**config.mk**
```make
export PLATFORM = sky130hd
export DESIGN_NAME = line_bank_scheduler_flat
export DESIGN_NICKNAME = d
export VERILOG_FILES = /design/src/rtl/upscaler_pkg.sv /design/src/rtl/line_bank_scheduler_if.sv /design/src/rtl/line_step_accum.sv /design/src/rtl/line_bank_scheduler.sv /design/src/flat_wrapper.sv
export SDC_FILE = /design/constraint.sdc
export NUM_CORES = 1
export LEC_CHECK = 0
export ABC_AREA = 1
export CAP_MARGIN = 5
export CELL_PAD_IN_SITES_DETAIL_PLACEMENT = 2
export CELL_PAD_IN_SITES_GLOBAL_PLACEMENT = 2
export CORE_ASPECT_RATIO = 1.1
export CORE_UTILIZATION = 28
export CTS_BUF_LIST = sky130_fd_sc_hd__clkbuf_8
export DETAILED_ROUTE_END_ITERATION = 16
export PLACE_DENSITY_LB_ADDON = 0.15
export SLEW_MARGIN = 25
export SYNTH_ARGS = -nofsm -noshare
export SYNTH_HDL_FRONTEND = slang
export SYNTH_SLANG_ARGS = --single-unit
```
**constraint.sdc**
```tcl
create_clock -name clk -period 2.2 [get_ports clk]
set_input_delay 0.44 -clock clk [delete_from_list [all_inputs] [get_ports clk]]
set_output_delay 0.44 -clock clk [all_outputs]
set_load 0.02 [all_outputs]
```
**src/rtl/upscaler_pkg.sv**
```systemverilog
// Shared defaults, bank index type and scheduler state encoding for the line upscaler.
// No logic and no timing: declarations only.
package upscaler_pkg;

    localparam int NUM_BANKS_DEF   = 4;
    localparam int SRC_LINES_DEF   = 240;
    localparam int OUT_LINES_DEF   = 720;
    localparam int PRIME_LINES_DEF = 2;

    localparam int BANK_W = $clog2(NUM_BANKS_DEF);

    typedef logic [BANK_W-1:0] bank_idx_t;

    typedef enum logic [1:0] {
        S_WAIT_VS = 2'd0,
        S_PRIME   = 2'd1,
        S_RUN     = 2'd2
    } sched_state_t;

endpackage

```
**src/rtl/line_bank_scheduler_if.sv**
```systemverilog
// Capture/display pulses in, bank pointers and status out; master drives pulses.
// Pure wiring, no latency; no backpressure, every pulse is consumed the cycle it arrives.
interface line_bank_scheduler_if import upscaler_pkg::*; #(
    parameter int NUM_BANKS = NUM_BANKS_DEF
) ();
    localparam int BW = $clog2(NUM_BANKS);

    logic          src_line_done;
    logic          src_vsync;
    logic          out_line_start;
    logic          out_frame_start;
    logic          out_line_active;
    logic [BW-1:0] wr_bank;
    logic [BW-1:0] rd_bank;
    logic          rd_valid;
    logic [BW:0]   fill;
    logic [15:0]   overrun_cnt;
    logic [15:0]   underrun_cnt;

    modport master (
        output src_line_done, src_vsync, out_line_start, out_frame_start, out_line_active,
        input  wr_bank, rd_bank, rd_valid, fill, overrun_cnt, underrun_cnt
    );

    modport slave (
        input  src_line_done, src_vsync, out_line_start, out_frame_start, out_line_active,
        output wr_bank, rd_bank, rd_valid, fill, overrun_cnt, underrun_cnt
    );

endinterface

```
**src/rtl/line_step_accum.sv**
```systemverilog
// Fractional SRC/OUT line stepper: raises advance when the accumulated source position crosses a line.
// Advance is combinational from the registered accumulator (state updates next edge); no backpressure.
module line_step_accum import upscaler_pkg::*; #(
    parameter int SRC_LINES = SRC_LINES_DEF,
    parameter int OUT_LINES = OUT_LINES_DEF
) (
    input  logic clk,
    input  logic rst_n,
    input  logic step,
    input  logic clear,
    output logic advance
);
    localparam int AW  = $clog2(OUT_LINES) + 1;
    localparam int AW1 = AW + 1;
    localparam logic [AW:0] SRC_W = AW1'(SRC_LINES);
    localparam logic [AW:0] OUT_W = AW1'(OUT_LINES);

    logic [AW-1:0] acc_q;
    logic [AW-1:0] acc_d;
    logic [AW:0]   base;
    logic [AW:0]   sum;

    // A frame start zeroes the position before the same line's step is added.
    always_comb begin
        base    = clear ? '0 : {1'b0, acc_q};
        sum     = base + SRC_W;
        advance = 1'b0;
        acc_d   = base[AW-1:0];
        if (step) begin
            if (sum >= OUT_W) begin
                advance = 1'b1;
                acc_d   = AW'(sum - OUT_W);
            end else begin
                acc_d   = sum[AW-1:0];
            end
        end
    end

    always_ff @(posedge clk) begin
        if (!rst_n) begin
            acc_q <= '0;
        end else begin
            acc_q <= acc_d;
        end
    end

endmodule

```
**src/rtl/line_bank_scheduler.sv**
```systemverilog
// Line-buffer ring scheduler: picks capture/display banks, tracks fill, counts overruns/underruns.
// All outputs registered, latency 1 cycle from the triggering pulse; no backpressure, overflow overwrites.
module line_bank_scheduler import upscaler_pkg::*; #(
    parameter int NUM_BANKS   = NUM_BANKS_DEF,
    parameter int SRC_LINES   = SRC_LINES_DEF,
    parameter int OUT_LINES   = OUT_LINES_DEF,
    parameter int PRIME_LINES = PRIME_LINES_DEF
) (
    input  logic                    clk,
    input  logic                    rst_n,
    line_bank_scheduler_if.slave    bus
);
    localparam int BW = $clog2(NUM_BANKS);
    localparam int FW = BW + 1;
    localparam logic [FW-1:0] FULL_LVL  = FW'(NUM_BANKS - 1);
    localparam logic [FW-1:0] PRIME_LVL = FW'(PRIME_LINES);
    localparam logic [FW-1:0] ONE_F     = FW'(1);
    localparam logic [BW-1:0] ONE_B     = BW'(1);

    sched_state_t  state_q, state_d;
    logic [BW-1:0] wr_q, wr_d;
    logic [BW-1:0] rd_q, rd_d;
    logic [FW-1:0] fill_q, fill_d;
    logic          valid_q;
    logic [15:0]   ovr_q, ovr_d;
    logic [15:0]   und_q, und_d;

    logic step;
    logic adv;
    logic take_adv;
    logic take_line;
    logic lost_line;

    assign step = (state_q == S_RUN) && bus.out_line_start && bus.out_line_active;

    line_step_accum #(
        .SRC_LINES (SRC_LINES),
        .OUT_LINES (OUT_LINES)
    ) u_step (
        .clk     (clk),
        .rst_n   (rst_n),
        .step    (step),
        .clear   (bus.out_frame_start),
        .advance (adv)
    );

    // An advance frees the displayed bank in the same cycle, so a line arriving
    // with it is accepted even at full; wr_bank then stays NUM_BANKS-1 ahead of rd_bank.
    always_comb begin
        take_adv  = adv && (fill_q > ONE_F);
        take_line = bus.src_line_done && (state_q != S_WAIT_VS) && !bus.src_vsync
                    && ((fill_q < FULL_LVL) || take_adv);
        lost_line = bus.src_line_done && (state_q != S_WAIT_VS) && !bus.src_vsync && !take_line;
    end

    always_comb begin
        state_d = state_q;
        wr_d    = wr_q;
        rd_d    = rd_q;
        fill_d  = fill_q;
        ovr_d   = ovr_q;
        und_d   = und_q;

        if (take_line) begin
            wr_d = wr_q + ONE_B;
        end
        if (lost_line && ovr_q != 16'hFFFF) begin
            ovr_d = ovr_q + 16'd1;
        end
        if (take_adv) begin
            rd_d = rd_q + ONE_B;
        end
        if (adv && !take_adv && und_q != 16'hFFFF) begin
            und_d = und_q + 16'd1;
        end
        if (take_line && !take_adv) begin
            fill_d = fill_q + ONE_F;
        end else if (take_adv && !take_line) begin
            fill_d = fill_q - ONE_F;
        end

        case (state_q)
            S_WAIT_VS: begin
                if (bus.src_vsync) begin
                    state_d = S_PRIME;
                end
            end
            S_PRIME: begin
                // A new field restarts priming from the bank capture is about to write.
                if (bus.src_vsync) begin
                    fill_d = '0;
                    rd_d   = wr_q;
                end else if (fill_d == PRIME_LVL) begin
                    state_d = S_RUN;
                end
            end
            S_RUN: begin
                state_d = S_RUN;
            end
            default: begin
                state_d = S_WAIT_VS;
            end
        endcase
    end

    always_ff @(posedge clk) begin
        if (!rst_n) begin
            state_q <= S_WAIT_VS;
            wr_q    <= '0;
            rd_q    <= '0;
            fill_q  <= '0;
            valid_q <= 1'b0;
            ovr_q   <= '0;
            und_q   <= '0;
        end else begin
            state_q <= state_d;
            wr_q    <= wr_d;
            rd_q    <= rd_d;
            fill_q  <= fill_d;
            valid_q <= (state_d == S_RUN);
            ovr_q   <= ovr_d;
            und_q   <= und_d;
        end
    end

    assign bus.wr_bank      = wr_q;
    assign bus.rd_bank      = rd_q;
    assign bus.rd_valid     = valid_q;
    assign bus.fill         = fill_q;
    assign bus.overrun_cnt  = ovr_q;
    assign bus.underrun_cnt = und_q;

endmodule
```
**src/flat_wrapper.sv**
```systemverilog
// flat-port wrapper written by rule: the top's interface ports become plain ports
module line_bank_scheduler_flat import upscaler_pkg::*;
#(
    parameter int NUM_BANKS   = NUM_BANKS_DEF,
    parameter int SRC_LINES   = SRC_LINES_DEF,
    parameter int OUT_LINES   = OUT_LINES_DEF,
    parameter int PRIME_LINES = PRIME_LINES_DEF
)
  (clk, rst_n, bus_src_line_done, bus_src_vsync, bus_out_line_start, bus_out_frame_start, bus_out_line_active, bus_wr_bank, bus_rd_bank, bus_rd_valid, bus_fill, bus_overrun_cnt, bus_underrun_cnt);
  line_bank_scheduler_if #(.NUM_BANKS(NUM_BANKS)) bus_i ();
  input  logic clk;
  input  logic rst_n;
  input wire logic [$bits(bus_i.src_line_done)-1:0] bus_src_line_done;
  input wire logic [$bits(bus_i.src_vsync)-1:0] bus_src_vsync;
  input wire logic [$bits(bus_i.out_line_start)-1:0] bus_out_line_start;
  input wire logic [$bits(bus_i.out_frame_start)-1:0] bus_out_frame_start;
  input wire logic [$bits(bus_i.out_line_active)-1:0] bus_out_line_active;
  output wire logic [$bits(bus_i.wr_bank)-1:0] bus_wr_bank;
  output wire logic [$bits(bus_i.rd_bank)-1:0] bus_rd_bank;
  output wire logic [$bits(bus_i.rd_valid)-1:0] bus_rd_valid;
  output wire logic [$bits(bus_i.fill)-1:0] bus_fill;
  output wire logic [$bits(bus_i.overrun_cnt)-1:0] bus_overrun_cnt;
  output wire logic [$bits(bus_i.underrun_cnt)-1:0] bus_underrun_cnt;
  assign bus_i.src_line_done = bus_src_line_done;
  assign bus_i.src_vsync = bus_src_vsync;
  assign bus_i.out_line_start = bus_out_line_start;
  assign bus_i.out_frame_start = bus_out_frame_start;
  assign bus_i.out_line_active = bus_out_line_active;
  assign bus_wr_bank = bus_i.wr_bank;
  assign bus_rd_bank = bus_i.rd_bank;
  assign bus_rd_valid = bus_i.rd_valid;
  assign bus_fill = bus_i.fill;
  assign bus_overrun_cnt = bus_i.overrun_cnt;
  assign bus_underrun_cnt = bus_i.underrun_cnt;
  line_bank_scheduler #(.NUM_BANKS(NUM_BANKS), .SRC_LINES(SRC_LINES), .OUT_LINES(OUT_LINES), .PRIME_LINES(PRIME_LINES)) u_core (.clk(clk), .rst_n(rst_n), .bus(bus_i));
endmodule
```
==> results of run 1 <==
## sequential cells by signal, indices dropped and copies added (netlist names)
signal / cells
u_core.bus.overrun_cnt: 16
u_core.bus.underrun_cnt: 16
u_core.u_step.acc_q: 11
u_core.bus.fill: 3
u_core.bus.rd_bank: 2
u_core.bus.wr_bank: 2
u_core.state_q: 2
u_core.bus.rd_valid: 1
## layout by cell type (no fill, tap or decap), types with 5 or more instances in the layout
cell type,instances
nand2_1,80
inv_1,59
buf_4,53
dfxtp_1,51
clkdlybuf4s50_1,45
a21oi_1,41
nor2_1,32
nand2_2,18
nor3_1,14
xor2_1,12
nand4_1,11
nand3_1,11
o21ai_1,11
nand2_4,9
nand3_2,9
o21ai_0,8
nor2_4,7
nor2_2,6
o21ai_2,6
ha_1,6
clkbuf_8,6
nand3_4,5
buf_6,5
## critical path, stage by stage, from the launching register on
cell     delay [ps]
dfxtp_4         380
nand2_4          70
ha_4            140
nand3_4         100
nand2_2          80
nand2_2          60
nand2_2         100
nand3_2          80
nor2_2          100
nand2_2          70
nand3_4         100
nand4_1         210
buf_4           240
nand2_4          50
nand3_2          80
buf_4           150
buf_4           120
a21oi_1         120
## stage by stage
step | cells | utilization | instance area [sq um] | total power [uW]
floorplan | 437 | - | 3030 | 1040
global placement | 659 | 0.378 | 3920 | 1090
detailed placement | 659 | 0.378 | 3920 | 1090
CTS | 672 | 0.403 | 4190 | 1820
global route | 685 | 0.431 | 4480 | 1880
finish | 685 | 0.431 | 4480 | 1800
## routing by layer
metal | share of wire | vias to the layer above | global-route usage
met1 | 0.42 | 1634 | 0.222
met2 | 0.56 | 28 | 0.370
met3 | 0.017 | 6 | 0.0278
met4 | 0.0076 | 0 | 0.0406
li1 | - | 1611 | -
met5 | 0 | - | 0
## power breakdown
| group | internal [uW] | switching [uW] | total (uW) |
|---|---|---|---|
| Sequential | 962 | 4.86 | 967 |
| Clock | 371 | 351 | 722 |
| Combinational | 41.0 | 67.7 | 109 |
## cell type report
cell class	count	area, sq um	share of cell area
repair buffers	104	910	0.203
flip-flops and latches	53	1070	0.238
multi-input cells	311	1930	0.432
inverters	66	270	0.0603
clock buffers	6	82.6	0.0184
well taps	143	179	0.0399
clock inverters	2	37.5	0.00838
## final timing paths
| path | start | slack (ps) | endpoint |
|---|---|---|---|
| hold / removal | u_core.u_step.acc_q[3] | 450 | u_core.u_step.acc_q[3] |
| hold reg to reg | u_core.u_step.acc_q[3] | 450 | u_core.u_step.acc_q[3] |
| setup / recovery | u_core.u_step.acc_q[5] | -120 | u_core.bus.fill[1] |
| setup reg to reg | u_core.u_step.acc_q[5] | -120 | u_core.bus.fill[1] |
## timing repair
action                                  CTS  global route
setup buffers                             5            13
pin swaps                                15            30
endpoints found under the setup margin   49            40
gates resized for setup                  35            63
## logic make-up after synthesis
kind of cell	after synthesis	synth area share
and+or+nand+nor	212	0.334
AOI/OAI and AO/OA	75	0.133
buffers and inverters	73	0.100
DFF	53	0.354
xor gates and xnor gates	17	0.0496
adders and majority gates	7	0.0292
==> reports/results.ini, run 1 <==
[status]
status = finished, violations left
violations = setup timing

[placed_design]
io_buffers = 46
dp.final_hpwl_um = 7550
pre_cts_ws_ps = -847
gp_congestion = 0.769

[critical_path]
required_ps = 2450
worstPathArrival_ps = 2570
path_class = reg2reg
rr_worst_depth = 17
startpoint_type = register
worstSetupEndpointType = register
cp_max_fo = 4

[timing]
setup_violations = 11
slew_viol_final = 0
hold_violations = 0
tightest_slew_ps = 795
period_needed_ps = 2320
rsz0062_at_grt = true
maxSlewHeadroom = 0.466
clock.fmax_mhz = 431
finClkSkew_ps = 10.5
timing.final.crit_share = 1.05
layout_setup_ws_ps = -121
hold_ws_ps = 445
tns_ps = -600

[clock_tree]
clock_path_buffers = 2
hold_buffers = 0
cts_tree = built
htree_levels = 2
clk_pin_slew_ps = 100
clk_latency_ps = 320
numCtsBuffers = 5
cts_sinks = 53
cts_root_buffer = clkbuf_8

[logic_synthesis]
synth-seq-cells = 53
synth_most_common_cell = nand2_1
ys_dominant_reg_cell = dfxtp_1
netlist_top_cells_count = nand2_1, inv_1, dfxtp_1
synth.distinct_cells = 37
synth_warnings = 0
syn_inst = 437
async_reset_ff_frac = 0
syn_area_sq_um = 3000
synth_edf_count = 0
synth_top_area_frac = 0.354
yosysSeqAreaShare = 0.354
synth_area_leaders = dfxtp_1, nand2_1, inv_1, a21oi_1, nor2_1
synth_area_per_cell_sq_um = 6.87
yosysTopAreaCell = dfxtp_1
synth_fp_nets = 451

[power]
power_density_nw_per_um2 = 401
peakVddDrop_uv = 193
leakagePower_uw = 0.00192

[final_layout]
area_growth_syn_to_layout_pct = 49.4
layout-drive-gt1-share = 0.271
diodes = 0
fin_nets = 555
num-fill-cells = 1205

[floorplanning]
die_h_um = 111
initial_core_util = 0.289
die_w_um = 101
core_area_sq_um = 10400
dieArea_sq_um = 11100
io_pins = 47
rows = 39

[route]
routedWlPerCell_um = 15.7
wl_um = 10800
vias_per_cell = 4.79
drc = 0
drtAntennaViolNets = 0
drt_iter0_markers = 60
drt-pass1-iter-count = 4
vias = 3279

[min_path]
hold_class = reg2reg
hold_depth = 2

[global_routing]
grt_max_degree = 29
gr-total-overflow = 0
grt_usage = 0.193
antenna_found_initial = 0
grt_pass1_wl_um = 17100
grt_pass1_vias = 3547

[flow_run]
maxCapViolCount = 0

Note: power is estimated with default switching activity, not from simulation.
==> inputs of run 2 (changes only) <==
--- a/config.mk
+++ b/config.mk
@@ -5,12 +5,11 @@
 export SDC_FILE = /design/constraint.sdc
 export NUM_CORES = 1
 export LEC_CHECK = 0
-export ABC_AREA = 1
 export CAP_MARGIN = 5
 export CELL_PAD_IN_SITES_DETAIL_PLACEMENT = 2
 export CELL_PAD_IN_SITES_GLOBAL_PLACEMENT = 2
 export CORE_ASPECT_RATIO = 1.1
-export CORE_UTILIZATION = 28
+export CORE_UTILIZATION = 30
 export CTS_BUF_LIST = sky130_fd_sc_hd__clkbuf_8
 export DETAILED_ROUTE_END_ITERATION = 16
 export PLACE_DENSITY_LB_ADDON = 0.15
==> run 2 against run 1 <==
  * The run ends with DRC, setup timing left
  * Cell area grew 11%
  * Total power decreased by 5.3%
  * Synthesized cell count decreased by 16%
  * Clock power down 17%
  * Final cell count decreased by 8.5%
  * Hold slack gained 25 ps
  * Area after synthesis grew 1.4%
  * Clock skew shrank 2.7 ps
  * Core utilization grew 7.4 points
  * Via count is 9.2% higher
  * Critical endpoint is now u_core.bus.overrun_cnt[12]
==> reports/results.ini, run 2 <==
[status]
status = finished, violations left
violations = DRC, setup timing

[route]
drt_iter0_markers = 100  ; +67%
wl_um = 14000  ; +30%
routedWlPerCell_um = 22.3  ; +42%
drt-pass1-iter-count = 10  ; +6
vias_per_cell = 5.71  ; +19%
vias = 3580  ; +9.2%
drc = 2  ; +2
drtAntennaViolNets = 0  ; unchanged

[timing]
slew_viol_final = 0  ; unchanged
finClkSkew_ps = 7.78  ; -2.75 ps
tns_ps = -15220  ; -14620 ps
clock.fmax_mhz = 362  ; -16%
hold_ws_ps = 470  ; +24.5 ps
hold_violations = 0  ; unchanged
timing.final.crit_share = 1.26  ; +0.202
layout_setup_ws_ps = -565  ; -444 ps
period_needed_ps = 2770  ; +444 ps
rsz0062_at_grt = true
tightest_slew_ps = 578  ; -217 ps
maxSlewHeadroom = 0.614  ; +0.148
setup_violations = 48  ; +37

[clock_tree]
cts_sinks = 53  ; unchanged
hold_buffers = 0  ; unchanged
htree_levels = 2  ; unchanged
clk_pin_slew_ps = 110  ; about the same
cts_root_buffer = clkbuf_8
clock_path_buffers = 2  ; unchanged
clk_latency_ps = 330  ; about the same
cts_tree = built
numCtsBuffers = 5  ; unchanged

[logic_synthesis]
yosysSeqAreaShare = 0.349  ; -0.00480
synth-xor-area-share = 0.0403  ; -0.00931
async_reset_ff_frac = 0  ; unchanged
synth.distinct_cells = 63  ; +70%
synth_fp_nets = 379  ; -16%
synth_most_common_cell = dfxtp_1
synth_top_area_frac = 0.349  ; -0.00480
synth_top_family_by_area = simple AND/OR/NAND/NOR gates
synth_edf_count = 0  ; unchanged
netlist_top_cells_count = dfxtp_1, nand2_1, nor2_1
synthAdderAreaFrac = 0.0288  ; -0.000396
synth_warnings = 0  ; unchanged
syn_area_sq_um = 3040  ; +1.4%
synth_compound_area_frac = 0.217  ; +0.0838
yosysTopAreaCell = dfxtp_1
synth-simple-area-share = 0.277  ; -0.0572
synth-seq-cells = 53  ; unchanged
muxShareOfSynthArea = 0.0333  ; +0.0333
ys_dominant_reg_cell = dfxtp_1
syn_inst = 365  ; -16%
synth_area_leaders = dfxtp_1, a21oi_1, nand2_1, nor2_1, or4_1
synth_area_per_cell_sq_um = 8.33  ; +21%

[power]
finalPower_uw = 1700  ; -5.3%
power_density_nw_per_um2 = 342  ; -15%
peakVddDrop_uv = 234  ; +22%
leakagePower_uw = 0.00180  ; -5.9%

[critical_path]
cp_max_fo = 8  ; +4
path_class = reg2reg
required_ps = 2410  ; -40 ps
worstSetupEndpointType = register
startpoint_type = register
worstPathArrival_ps = 2980  ; +410 ps

[floorplanning]
initial_core_util = 0.309  ; +0.0204
rows = 38  ; -2.6%
die_w_um = 98.0  ; -2.7%
io_pins = 47  ; unchanged
die_h_um = 108  ; -2.7%
dieArea_sq_um = 10500  ; -5.3%
core_area_sq_um = 9840  ; -5.3%

[placed_design]
pre_cts_ws_ps = -1130  ; -287 ps
dp.final_hpwl_um = 8200  ; +8.6%
io_buffers = 46  ; unchanged
gp_congestion = 0.810  ; +5.2%

[global_routing]
grt_pass1_wl_um = 19900  ; +16%
grt_max_degree = 25  ; -14%
grt_usage = 0.242  ; +0.0482
gr-total-overflow = 0  ; unchanged
antenna_found_initial = 0  ; unchanged
grt_pass1_vias = 3795  ; +7.0%

[final_layout]
layout-drive-gt1-share = 0.391  ; +0.119
area_growth_syn_to_layout_pct = 63.3
fin_util = 0.505  ; +0.0735
final_common_cell = buf_4
diodes = 0  ; unchanged
fin_nets = 520  ; -6.3%
mostFrequentLayoutCells = buf_4, dfxtp_1, clkdlybuf4s50_1

[min_path]
hold_class = reg2reg

[flow_run]
maxCapViolCount = 0  ; unchanged

## run 2: path summary, 6_finish.rpt
path	start	endpoint	slack, ps	cells after the start
worst min-delay path	u_core.u_step.acc_q[1]	u_core.u_step.acc_q[1]	470	1
worst max register to register	u_core.u_step.acc_q[4]	u_core.bus.overrun_cnt[12]	-570	11
worst max-delay path	u_core.u_step.acc_q[4]	u_core.bus.overrun_cnt[12]	-570	11
worst min register to register	u_core.u_step.acc_q[1]	u_core.u_step.acc_q[1]	470	1
## run 2: critical path, stage by stage (launching register included)
cell and delay, ps:
dfxtp_2 340, buf_6 130, buf_4 140, nor4_4 370
xnor2_2 160, o2bb2ai_4 180, a21o_4 230, or3_4 390
buf_6 170, buf_4 160, o211ai_1 240, o31ai_1 130
## run 2: kinds of logic after synthesis
logic type	Yosys count
xor+xnor	14
fa+ha+maj	7
flops	53
simple gates	153
mux	10
buf+inv	34
compound gates	94
## run 2: layer usage
| layer | global-route usage | share of wire |
|---|---|---|
| met3 | 0.0370 | 0.029 |
| met5 | 0 | 0 |
| met4 | 0.0855 | 0.026 |
| met2 | 0.448 | 0.53 |
| met1 | 0.280 | 0.41 |
## run 2: report_power, final
part           switching [uW]  internal [uW]
clock                     379            222
sequential               5.08            963
combinational            80.8           51.0
total                     465           1240
## run 2: metrics by stage
stage	area, sq um	instances
after floorplan	3100	365
after global placement	4200	592
after detailed placement	4200	592
after CTS	4600	615
after global routing	4970	627
final	4970	627
## run 2: cell type report
| cell class | instances | area (sq um) |
|---|---|---|
| Clock buffer | 5 | 68.8 |
| Multi-Input combinational cell | 279 | 2290 |
| Timing Repair Buffer | 153 | 1320 |
| Clock inverter | 3 | 17.5 |
| Tap cell | 120 | 150 |
| Sequential cell | 53 | 1070 |
| Inverter | 14 | 55.1 |
| Fill cell | 1041 | 4870 |
## run 2: timing repair
action                                  in CTS  in global routing
setup buffers                               14                 15
cloned                                       1                  0
endpoints found under the setup margin      49                 49
pin swaps                                   29                 25
resized for setup                           41                 63
